`src/rtl/bank_fetch_pkg.sv`:
```
// bank_fetch_pkg -- shared definitions for the bank_fetch block.
//   state_t       : fetch controller states (IDLE, FETCH, DRAIN)
//   WORD_SIZE_DEF : default data word width
//   NUM_BANKS     : number of interleaved banks (word i lives in bank i mod 4)
//   BANK_IDX_W    : width of a bank index
package bank_fetch_pkg;

  localparam int WORD_SIZE_DEF = 16;
  localparam int NUM_BANKS     = 4;
  localparam int BANK_IDX_W    = 2;

  typedef enum logic [1:0] {
    IDLE  = 2'd0,
    FETCH = 2'd1,
    DRAIN = 2'd2
  } state_t;

endpackage

```
`src/rtl/skid_fifo2.sv`:
```
// skid_fifo2 -- two-entry FIFO between the bank read path and the output stream.
//   clk, rst_n : clock, asynchronous active-low reset (clears contents and pointers)
//   push, din  : write request and data (accepted when not full, or when full
//                and a pop happens in the same cycle)
//   pop        : read request (ignored while empty)
//   dout       : head entry, held stable until popped
//   empty      : no entries stored
//   count      : number of stored entries (0..2)
module skid_fifo2 #(
  parameter int W = 16
) (
  input  logic         clk,
  input  logic         rst_n,
  input  logic         push,
  input  logic [W-1:0] din,
  input  logic         pop,
  output logic [W-1:0] dout,
  output logic         empty,
  output logic [1:0]   count
);

  logic [W-1:0] mem_reg [2];
  logic         wr_ptr_reg;
  logic         rd_ptr_reg;
  logic [1:0]   count_reg;
  logic         pop_ok;
  logic         push_ok;

  // When full, a simultaneous pop frees the slot the write pointer already
  // points at, so both operations can complete in the same cycle.
  assign pop_ok  = pop && (count_reg != 2'd0);
  assign push_ok = push && ((count_reg != 2'd2) || pop_ok);

  for (genvar gi = 0; gi < 2; gi++) begin : g_entry
    always_ff @(posedge clk or negedge rst_n) begin
      if (!rst_n) begin
        mem_reg[gi] <= '0;
      end else if (push_ok && (wr_ptr_reg == 1'(gi))) begin
        mem_reg[gi] <= din;
      end
    end
  end

  always_ff @(posedge clk or negedge rst_n) begin
    if (!rst_n) begin
      wr_ptr_reg <= 1'b0;
      rd_ptr_reg <= 1'b0;
      count_reg  <= 2'd0;
    end else begin
      if (push_ok) wr_ptr_reg <= ~wr_ptr_reg;
      if (pop_ok)  rd_ptr_reg <= ~rd_ptr_reg;
      count_reg <= count_reg + {1'b0, push_ok} - {1'b0, pop_ok};
    end
  end

  assign dout  = mem_reg[rd_ptr_reg];
  assign empty = (count_reg == 2'd0);
  assign count = count_reg;

endmodule

```
`src/rtl/bank_fetch.sv`:
```
// bank_fetch -- streams LENGTH words out of four interleaved banks.
// Word i is read from bank i mod 4 at row base_addr + i/4 (row wraps).
// Reads are credit-limited so the two-entry output FIFO can never overflow.
//   clk, rst_n         : clock, asynchronous active-low reset
//   start, base_addr,
//   length             : one-cycle request (ignored while busy); length 0 legal
//   busy, done         : transfer active; one-cycle completion pulse
//   bank_rd_en,
//   bank_addr          : read strobe and shared row address to all banks
//   bank_sel           : bank index of the read issued last cycle (mux select)
//   bank_rdata         : muxed bank data, valid the cycle after bank_rd_en
//   out_data, out_valid,
//   out_ready          : output stream
//   stall_cycles       : present only with BANK_FETCH_STALL_CNT_EN defined;
//                        saturating count of busy cycles with out_valid && !out_ready
module bank_fetch
  import bank_fetch_pkg::*;
#(
  parameter int WORD_SIZE = WORD_SIZE_DEF,
  parameter int ADDR_W    = 10,
  parameter int LEN_W     = 12
) (
  input  logic                  clk,
  input  logic                  rst_n,
  input  logic                  start,
  input  logic [ADDR_W-1:0]     base_addr,
  input  logic [LEN_W-1:0]      length,
  output logic                  busy,
  output logic                  done,
  output logic                  bank_rd_en,
  output logic [ADDR_W-1:0]     bank_addr,
  output logic [BANK_IDX_W-1:0] bank_sel,
  input  logic [WORD_SIZE-1:0]  bank_rdata,
  output logic [WORD_SIZE-1:0]  out_data,
  output logic                  out_valid,
  input  logic                  out_ready
`ifdef BANK_FETCH_STALL_CNT_EN
  ,
  output logic [LEN_W-1:0]      stall_cycles
`endif
);

  state_t                  state_reg, state_next;
  logic [ADDR_W-1:0]       base_reg;
  logic [LEN_W-1:0]        len_reg;
  logic [LEN_W-1:0]        issued_reg;
  logic                    inflight_reg;
  logic [BANK_IDX_W-1:0]   bank_sel_reg;
  logic                    zero_done_reg;

  logic                    start_ok;
  logic                    pop;
  logic                    fifo_empty;
  logic [1:0]              fifo_count;
  logic [2:0]              occupancy;
  logic                    issue;
  logic                    last_issue;
  logic                    drain_done;

  assign start_ok = (state_reg == IDLE) && start;
  assign out_valid = !fifo_empty;
  assign pop       = out_valid && out_ready;

  // Entries that will be held once this cycle's pop and the in-flight word
  // settle. Counting the pop lets a new read go out every cycle while the
  // consumer keeps up; without it the stream would stall on alternate cycles.
  assign occupancy = 3'(fifo_count) + 3'(inflight_reg) - 3'(pop);

  assign issue      = (state_reg == FETCH) && (issued_reg != len_reg) && (occupancy < 3'd2);
  assign last_issue = issue && (issued_reg == len_reg - LEN_W'(1));

  always_comb begin
    state_next = state_reg;
    drain_done = 1'b0;
    case (state_reg)
      IDLE: begin
        if (start && (length != '0)) state_next = FETCH;
      end
      FETCH: begin
        if (last_issue) state_next = DRAIN;
      end
      DRAIN: begin
        if (fifo_empty && !inflight_reg) begin
          state_next = IDLE;
          drain_done = 1'b1;
        end
      end
      default: state_next = IDLE;
    endcase
  end

  always_ff @(posedge clk or negedge rst_n) begin
    if (!rst_n) begin
      state_reg     <= IDLE;
      base_reg      <= '0;
      len_reg       <= '0;
      issued_reg    <= '0;
      inflight_reg  <= 1'b0;
      bank_sel_reg  <= '0;
      zero_done_reg <= 1'b0;
    end else begin
      state_reg     <= state_next;
      inflight_reg  <= issue;
      zero_done_reg <= start_ok && (length == '0);
      if (start_ok) begin
        base_reg   <= base_addr;
        len_reg    <= length;
        issued_reg <= '0;
      end else if (issue) begin
        issued_reg <= issued_reg + LEN_W'(1);
      end
      if (issue) bank_sel_reg <= issued_reg[BANK_IDX_W-1:0];
    end
  end

  assign bank_rd_en = issue;
  assign bank_addr  = base_reg + ADDR_W'(issued_reg >> BANK_IDX_W);
  assign bank_sel   = bank_sel_reg;
  assign busy       = (state_reg != IDLE);
  assign done       = zero_done_reg | drain_done;

  skid_fifo2 #(
    .W(WORD_SIZE)
  ) u_fifo (
    .clk   (clk),
    .rst_n (rst_n),
    .push  (inflight_reg),
    .din   (bank_rdata),
    .pop   (pop),
    .dout  (out_data),
    .empty (fifo_empty),
    .count (fifo_count)
  );

`ifdef BANK_FETCH_STALL_CNT_EN
  logic [LEN_W-1:0] stall_reg;

  always_ff @(posedge clk or negedge rst_n) begin
    if (!rst_n) begin
      stall_reg <= '0;
    end else if (start_ok) begin
      stall_reg <= '0;
    end else if (busy && out_valid && !out_ready && (stall_reg != '1)) begin
      stall_reg <= stall_reg + LEN_W'(1);
    end
  end

  assign stall_cycles = stall_reg;
`endif

endmodule

```
`config.mk`:
```
export PLATFORM = sky130hd
export DESIGN_NAME = bank_fetch
export DESIGN_NICKNAME = d
export VERILOG_FILES = /design/src/rtl/bank_fetch_pkg.sv /design/src/rtl/skid_fifo2.sv /design/src/rtl/bank_fetch.sv
export SDC_FILE = /design/constraint.sdc
export NUM_CORES = 1
export LEC_CHECK = 0
export ABC_AREA = 1
export BUFFER_PORTS_ARGS = -buffer_cell sky130_fd_sc_hd__buf_2
export CAP_MARGIN = 15
export CORE_UTILIZATION = 52
export DETAILED_ROUTE_END_ITERATION = 16
export PLACE_DENSITY_LB_ADDON = 0.25
export SYNTH_ARGS = -nofsm -noshare
export SYNTH_HDL_FRONTEND = slang
export SYNTH_SLANG_ARGS = --single-unit
```
`constraint.sdc`:
```
create_clock -name clk -period 2.35 [get_ports clk]
set_input_delay 0.235 -clock clk [delete_from_list [all_inputs] [get_ports clk]]
set_output_delay 0.235 -clock clk [all_outputs]
set_load 0.02 [all_outputs]
```
==> results of run 1 <==
[final timing paths]
kind                       cells past startpoint  slack, ns               start                  to
min                                            3       0.07        base_addr[7]         base_reg[7]
max in group asynchronous                      3       1.24               rst_n        inflight_reg
min in group asynchronous                      2       0.47               rst_n         base_reg[7]
min reg2reg                                    2       0.49  u_fifo.mem_reg[24]  u_fifo.mem_reg[24]
max reg2reg                                   18      -0.17     u_fifo.count[1]       issued_reg[6]
max                                           13      -0.19     u_fifo.count[1]          bank_rd_en
[cell usage after synthesis, drive strengths merged]
cell type  instances
nor3               9
dfrtp             76
xnor2              2
nand3b             2
ha                14
o21ai             60
nand4              8
clkinv             1
fa                 2
clkbuf             7
or2                4
nor2              55
nor4               1
a21oi             10
o311ai             1
inv               73
buf               10
o21bai             2
nand2            245
nand3             27
xor2              17
[stage by stage]
step	setup slack, ns	instance area, µm²
2_1_floorplan	0.0681	4580
6_report	-0.193	5750
3_3_place_gp	0.0608	5110
5_1_grt	-0.304	5750
3_5_place_dp	0.0127	5110
4_1_cts	-0.183	5510
[worst min-delay path: stages]
cell,delay (ns)
buf_2,0.07
nand2_1,0.04
nand2_1,0.05
[cell type report]
type                            count  area [µm²]  area share, %
Tap cell                          105         131           2.28
Sequential cell                    76        1910           33.1
Clock buffer                        9         124           2.15
Multi-Input combinational cell    460        2470           43.0
Inverter                           74         283           4.92
Clock inverter                      7        67.6           1.17
Timing Repair Buffer              119         768           13.4
[timing repair]
action,in CTS,in global routing
pin swaps,10,19
buffers inserted,16,14
resized for setup,21,39
hold buffers,1,0
hold endpoints to repair,29,0
endpoints found under the setup margin,6,24
cloned,0,1
[cell families (layout without fill, tap and decap cells)]
group	count (synthesis)	count (layout)	synth area share (%)
flip-flops	76	76	41.5
XOR/XNOR	19	19	3.63
AO/OA/AOI/OAI	73	73	10.1
buffers and inverters	91	209	8.41
AND/OR/NAND/NOR	351	352	31.6
adder cells (fa/ha/maj)	16	16	4.70
[metal layers]
metal  global-route usage [%]  share of wire, %
met5                        0                 0
met4                     11.4               2.9
met3                     5.61               5.9
met1                     32.9                42
met2                     43.8                49
[power groups by stage]
stage	clock [W]	combinational [W]	sequential (W)
finish	0.000964	0.00583	0.00235
global route	0.00104	0.00645	0.00243
CTS	0.000989	0.00511	0.00232
detailed placement	0	0.00462	0.00234
global placement	0	0.00452	0.00232
floorplan	0	0.00341	0.00227
==> impl_metrics.toml, run 1 <==
[status]
status = "complete, but fails checks"
violations = "setup timing"

[global_route]
grt_start_max_net_pins = 38
track_usage_pct = 26.3
grt_antenna_before_repair = 0
grt_pass1_wl_um = 18200
overflow = 0
grt_pass1_vias = 4020

[die]
die_h_um = 95.9
io_pins = 74
fp.coreArea_mm2 = 0.00838
die_w_um = 95.9
dieArea_mm2 = 0.00919
initial_core_util_pct = 54.6
core.rowCount = 33

[cells_and_area]
finalNonFillerCells = 850
layout_commonest_cell = "nand2_1"
nets = 798
syn_to_final_growth_pct = 25.5
drive_above_1_share_pct = 29.5
fillCellCount = 701
largest_register_ffs = 32
mostFrequentLayoutCells = "226 x nand2_1, 73 x dfrtp_1, 70 x buf_2"
fin_util_pct = 68.6
n_antenna_cell = 0

[setup_path]
worstPathArrival_ns = 2.31
required_ns = 2.12
path_buf_inv = 5
worst_setup_path_start_kind = "register"
crit_family = "adder cells"
slowest_delay_ns = 0.54
path_cells = "inv_2, nand2_4, nand2_4, inv_4, ha_4, inv_2, nand2_2, fa_2, nand2_2, nor2_2, nand2_2, inv_4, buf_6"
crit_path_top_delay_cell = "fa_2"
crit_type = "reg2out"
path_common_cell = "nand2_2"
cp_max_fo = 2
endpoint_kind = "output port"

[clock_network]
cts_buffers = 9
path_clk_slew_ns = 0.09
clock_latency_ns = 0.36
cts-root-buf = "clkbuf_8"
clk_path_buf_depth = 2
htreeDepth = 3
clock-sinks = 76
cts_tree = "done"

[placed_design]
io_buffers = 73
gp_congestion = 0.912
numPlacedInstances = 804
hpwl_um = 8030

[detailed_routing]
wl_per_cell_um = 13.7
drt_iter0_drc = 306
wirelength_um = 11600
via_per_inst = 5.17
drc = 0
drtAntennaViolNets = 0
first_pass_iters = 5
vias = 4395

[sta]
worst_slew_pin_slew_ns = 0.717
setup_viol = 12
skew_ns = 0.0136
fin_crit_ns = 2.54
period_share_pct = 108
grt_setup_unrepaired = "yes"
timing.setup.tns_ns = -1.64
fmax_mhz = 393
hold_viol = 0
setup_slack_ns = -0.193
slew_viol_final = 0
relSlewSlack_pct = 52.2
holdWs_ns = 0.0705

[worst_hold_path]
min_path_type = "in2reg"

[pwr]
internal-power_w = 0.00465
ir_drop_v = 0.00109
p_sw_share_pct = 49.2
power_w = 0.00915
p_sw_w = 0.00450
share_seq_of_total_power_pct = 25.7
pwr-share-comb_pct = 63.7
clock_power_share_pct = 10.5
p_per_area_mw_per_mm2 = 1590
power.leakage_nw = 3.07

[yosys]
syn_area_mm2 = 0.00458
yosysUniqueCellTypes = 29
yosys.area.top_type = "dfrtp_1"
avgSynthCellArea_um2 = 7.32
synth_top_area_share_pct = 41.5
ys_seq_elements = 76
synth_fp_nets = 684
yosysSeqAreaShare_pct = 41.5
synth_cells = 626
ys_warn_count = 0
synthTopCellsByArea = "dfrtp_1 42%, nand2_1 19%, inv_1 5.2%, o21ai_2 4.6%, nor2_1 4.4%"

[run]
cap_viol_max_count = 0
Note: power is estimated with default switching activity, not from simulation.
==> run 2: changes to the inputs <==
==> constraint.sdc (replaced) <==
create_clock -name clk -period 2.35 [get_ports clk]
set_input_delay 0.47 -clock clk [delete_from_list [all_inputs] [get_ports clk]]
set_output_delay 0.47 -clock clk [all_outputs]
set_load 0.02 [all_outputs]
==> impl_metrics.toml, run 2 (synthesized netlist as in run 1, its figures left out) <==
[setup_path]
crit_type = "reg2out"
rr_startpoint = "u_fifo.count[1]"
endpoint_kind = "output port"
cp-startpoint = "u_fifo.count[1]"
slowest_delay_ns = 0.52
crit_end = "bank_rd_en"
worstPathArrival_ns = 2.17
cp_max_fo = 2
worst_setup_path_start_kind = "register"
required_ns = 1.88
crit_path_top_delay_cell = "fa_2"
reg2reg_slack_ns = 0.01
path_cells = "inv_2, nand2_4, nand2_4, inv_2, ha_4, inv_2, nand2_2, fa_2, nand2_2, nor2_2, nand2_2, inv_4, buf_6"
reg2reg_to = "issued_reg[2]"
r2r_cells = 17

[pwr]
internal-power_w = 0.00449
ir_drop_v = 0.000937
power.leakage_nw = 3.02
p_per_area_mw_per_mm2 = 1560
share_seq_of_total_power_pct = 26.5
p_sw_w = 0.00438
pwr-share-comb_pct = 61.4
p_sw_share_pct = 49.4
clock_power_share_pct = 12.0

[sta]
setup_viol = 6
holdWs_ns = 0.139
skew_ns = 0.0136
hold_viol = 0
period_share_pct = 112
setup_slack_ns = -0.288
fin_crit_ns = 2.64
slew_viol_final = 0
worst_slew_pin_slew_ns = 0.538
relSlewSlack_pct = 63.9
grt_setup_unrepaired = "yes"
fmax_mhz = 379

[global_route]
grt_antenna_before_repair = 0
grt_pass1_wl_um = 19100
track_usage_pct = 27.1
grt_pass1_vias = 4219
overflow = 0
grt_start_max_net_pins = 77

[placed_design]
preCtsSetupSlack_ns = -0.0858
numPlacedInstances = 810
placed_area_mm2 = 0.00519
hpwl_um = 7980
io_buffers = 73
gp_congestion = 0.937

[clock_network]
clock_latency_ns = 0.35
htreeDepth = 3
path_clk_slew_ns = 0.09
clock-sinks = 76
clk_path_buf_depth = 2
cts-root-buf = "clkbuf_8"
cts_buffers = 9
cts_tree = "done"

[cells_and_area]
fillCellCount = 717
syn_to_final_growth_pct = 24.0
n_antenna_cell = 0
largest_register_ffs = 32
drive_above_1_share_pct = 27.7
nets = 783
finalNonFillerCells = 835
layout_commonest_cell = "nand2_1"
mostFrequentLayoutCells = "232 x nand2_1, 74 x dfrtp_1, 65 x buf_2"
stdcell_area_mm2 = 0.00568
fin_util_pct = 67.8

[status]
violations = "setup timing"
status = "complete, but fails checks"

[die]
initial_core_util_pct = 54.6
fp.coreArea_mm2 = 0.00838
core.rowCount = 33
dieArea_mm2 = 0.00919
io_pins = 74
die_w_um = 95.9
die_h_um = 95.9

[run]
cap_viol_max_count = 0

[detailed_routing]
first_pass_iters = 5
drt_iter0_drc = 245
wl_per_cell_um = 14.0
wirelength_um = 11600
drc = 0
via_per_inst = 5.15
vias = 4297
drtAntennaViolNets = 0

[worst_hold_path]
min_path_type = "in2async"
## run 2: per-layer routing
metal,track usage [%],part of all wire (%),wire length [µm],vias to the layer above
met5,0,0,0,-
met4,9.45,1.9,225,0
met3,4.50,5.2,605,25
met2,47.4,50,5870,145
met1,33.8,42,4950,1979
li1,-,-,-,2148
## run 2: area by class of cell
cell class              count  area (µm²)  area share, %
well taps                 105         131           2.31
inverters                  74         283           4.98
clock buffers               9         124           2.18
repair buffers            105         666           11.7
flip-flops and latches     76        1900           33.5
clock inverters             7        82.6           1.45
multi-input cells         459        2490           43.8
## run 2: worst min-delay path by stage
stage / start / end / slack [ns] / cells past startpoint
3_5_place_dp: u_fifo.mem_reg[27] / u_fifo.mem_reg[27] / 0.47 / 2
4_1_cts: rst_n / u_fifo.mem_reg[5] / 0.16 / 2
2_1_floorplan: rst_n / bank_sel[0] / 0.17 / 0
3_3_place_gp: bank_sel[0] / bank_sel[0] / 0.46 / 2
5_1_grt: rst_n / u_fifo.mem_reg[21] / 0.18 / 2
6_report: rst_n / u_fifo.mem_reg[26] / 0.14 / 2
## run 2: timing repair
action,in CTS,in global routing
setup endpoints to repair,7,15
gates resized for setup,26,23
buffers inserted,7,3
hold buffers,0,0
pin swaps,11,14
## run 2: stage by stage
step           TNS (ns)  total power, W
2_1_floorplan         0         0.00572
3_3_place_gp    -0.0558         0.00699
3_5_place_dp     -0.110         0.00714
4_1_cts          -0.745         0.00854
5_1_grt           -1.68         0.00960
6_report         -0.923         0.00887
## run 2: critical path: cells and delay by family, from the launching register on
kind	cells	cell delay, ns
fa+ha+maj	2	0.72
buf+inv	5	0.33
flops	1	0.40
simple gates	6	0.36
## run 2: power by group through the flow
stage / logic, W / registers [W] / clock network (W)
CTS: 0.00513 / 0.00233 / 0.00108
detailed placement: 0.00482 / 0.00233 / 0
floorplan: 0.00345 / 0.00227 / 0
global route: 0.00604 / 0.00241 / 0.00115
finish: 0.00545 / 0.00235 / 0.00107
global placement: 0.00469 / 0.00230 / 0
==> run 3: changes to the inputs <==
Settings changed: BUFFER_PORTS_ARGS -buffer_cell sky130_fd_sc_hd__buf_2 to -buffer_cell sky130_fd_sc_hd__buf_4.
==> impl_metrics.toml, run 3 (synthesized netlist as in run 1, its figures left out) <==
[global_route]
track_usage_pct = 26.4
grt_pass1_vias = 4197
grt_start_max_net_pins = 41
grt_pass1_wl_um = 18700
grt_antenna_before_repair = 0
overflow = 0

[status]
violations = "setup timing"
status = "complete, but fails checks"

[detailed_routing]
first_pass_iters = 5
wirelength_um = 12000
drt_iter0_drc = 286
wl_per_cell_um = 14.2
via_per_inst = 5.28
drc = 0
vias = 4465
drtAntennaViolNets = 0

[sta]
setup_slack_ns = -0.345
fin_crit_ns = 2.70
fmax_mhz = 371
slew_viol_final = 0
grt_setup_unrepaired = "yes"
hold_viol = 0
period_share_pct = 115
setup_viol = 7
skew_ns = 0.0124
relSlewSlack_pct = 54.4
worst_slew_pin_slew_ns = 0.683

[setup_path]
reg2reg_slack_ns = 0.01
cp_max_fo = 3
crit_family = "adder cells"
worst_setup_path_start_kind = "register"
worstPathArrival_ns = 2.23
endpoint_kind = "output port"
crit_path_top_delay_cell = "fa_2"
path_buf_inv = 5
reg2reg_to = "issued_reg[2]"
crit_type = "reg2out"
rr_startpoint = "u_fifo.count[1]"
required_ns = 1.88
cp-startpoint = "u_fifo.count[1]"
path_cells = "inv_2, nand2_4, nand2_4, inv_2, ha_4, inv_2, nand2_2, fa_2, nand2_2, nor2_4, nand2_2, inv_4, buf_6"
slowest_delay_ns = 0.53
crit_end = "bank_rd_en"
r2r_cells = 18
cp_num_cells = 13

[die]
die_h_um = 95.9
initial_core_util_pct = 54.6
dieArea_mm2 = 0.00919
io_pins = 74
core.rowCount = 33
fp.coreArea_mm2 = 0.00838
die_w_um = 95.9

[clock_network]
clk_path_buf_depth = 2
cts_buffers = 9
clock_latency_ns = 0.36
htreeDepth = 3
hold_buffers = 0
cts-root-buf = "clkbuf_8"
cts_tree = "done"
clock-sinks = 76
path_clk_slew_ns = 0.09

[placed_design]
numPlacedInstances = 809
placed_area_mm2 = 0.00535
gp_congestion = 0.925
hpwl_um = 8190
preCtsSetupSlack_ns = -0.0707
io_buffers = 73

[cells_and_area]
n_antenna_cell = 0
fin_util_pct = 71.4
drive_above_1_share_pct = 28.6
finalNonFillerCells = 845
mostFrequentLayoutCells = "229 x nand2_1, 107 x buf_4, 74 x dfrtp_1"
layout_commonest_cell = "nand2_1"
stdcell_area_mm2 = 0.00598
nets = 793
syn_to_final_growth_pct = 30.6
largest_register_ffs = 32

[worst_hold_path]
min_path_type = "in2async"

[pwr]
power_w = 0.00955
power.leakage_nw = 3.13
p_per_area_mw_per_mm2 = 1600
ir_drop_v = 0.000824

[run]
cap_viol_max_count = 0
-- run 3: how the worst min path moves through the flow --
stage          depth (start not counted)        start            endpoint  slack, ns
6_report                               1        rst_n  u_fifo.mem_reg[28]       0.07
5_1_grt                                1        rst_n  u_fifo.mem_reg[28]       0.10
4_1_cts                                1        rst_n   u_fifo.mem_reg[7]       0.08
3_5_place_dp                           1        rst_n  u_fifo.mem_reg[28]       0.47
3_3_place_gp                           2  base_reg[0]         base_reg[0]       0.46
2_1_floorplan                          0        rst_n         bank_sel[0]       0.17
-- run 3: cell type report --
cell class / instances / area [µm²]
repair buffers: 114 / 908
fillers: 664 / 2400
multi-input cells: 460 / 2530
inverters: 74 / 283
clock buffers: 10 / 128
well taps: 105 / 131
clock inverters: 6 / 95.1
flip-flops and latches: 76 / 1900
-- run 3: per-layer routing --
| metal | vias to the layer above | wire length, µm | global-route usage (%) | share of wire [%] |
|---|---|---|---|---|
| li1 | 2177 | - | - | - |
| met1 | 2069 | 5050 | 32.6 | 42 |
| met2 | 187 | 6000 | 47.1 | 50 |
| met3 | 32 | 680 | 3.71 | 5.7 |
| met4 | 0 | 293 | 8.83 | 2.4 |
| met5 | - | 0 | 0 | 0 |
-- run 3: through the flow --
step / TNS, ns / hold WS (ns)
finish: -1.18 / 0.0676
global route: -2.17 / 0.105
CTS: -0.784 / 0.0840
detailed placement: -0.0788 / 0.468
global placement: -0.0392 / 0.463
floorplan: 0 / 0.174
-- run 3: worst register-to-register path, cell delays in order, from the launching register on --
cell and delay (ns):
dfrtp_1 0.39, inv_2 0.08, nand2_4 0.05, nand2_4 0.05, inv_2 0.04, ha_4 0.20
inv_2 0.05, nand2_2 0.05, fa_2 0.53, nand2_2 0.07, nor2_4 0.11, nand2_2 0.08
inv_4 0.06, buf_4 0.11, buf_8 0.12, nand2_4 0.05, nand2_1 0.07, nand2_1 0.06
nor2_1 0.11
-- run 3: report_power, final --
| part | internal (W) | switching [W] | total, W |
|---|---|---|---|
| logic | 0.00251 | 0.00352 | 0.00603 |
| clock network | 0.000610 | 0.000532 | 0.00114 |
| registers | 0.00190 | 0.000484 | 0.00238 |
-- run 3: what timing repair did --
item	CTS	global route
cloned	0	2
setup endpoints to repair	8	13
gates resized for setup	25	24
pin swaps	17	13
buffers inserted	10	10
hold endpoints to repair	0	0
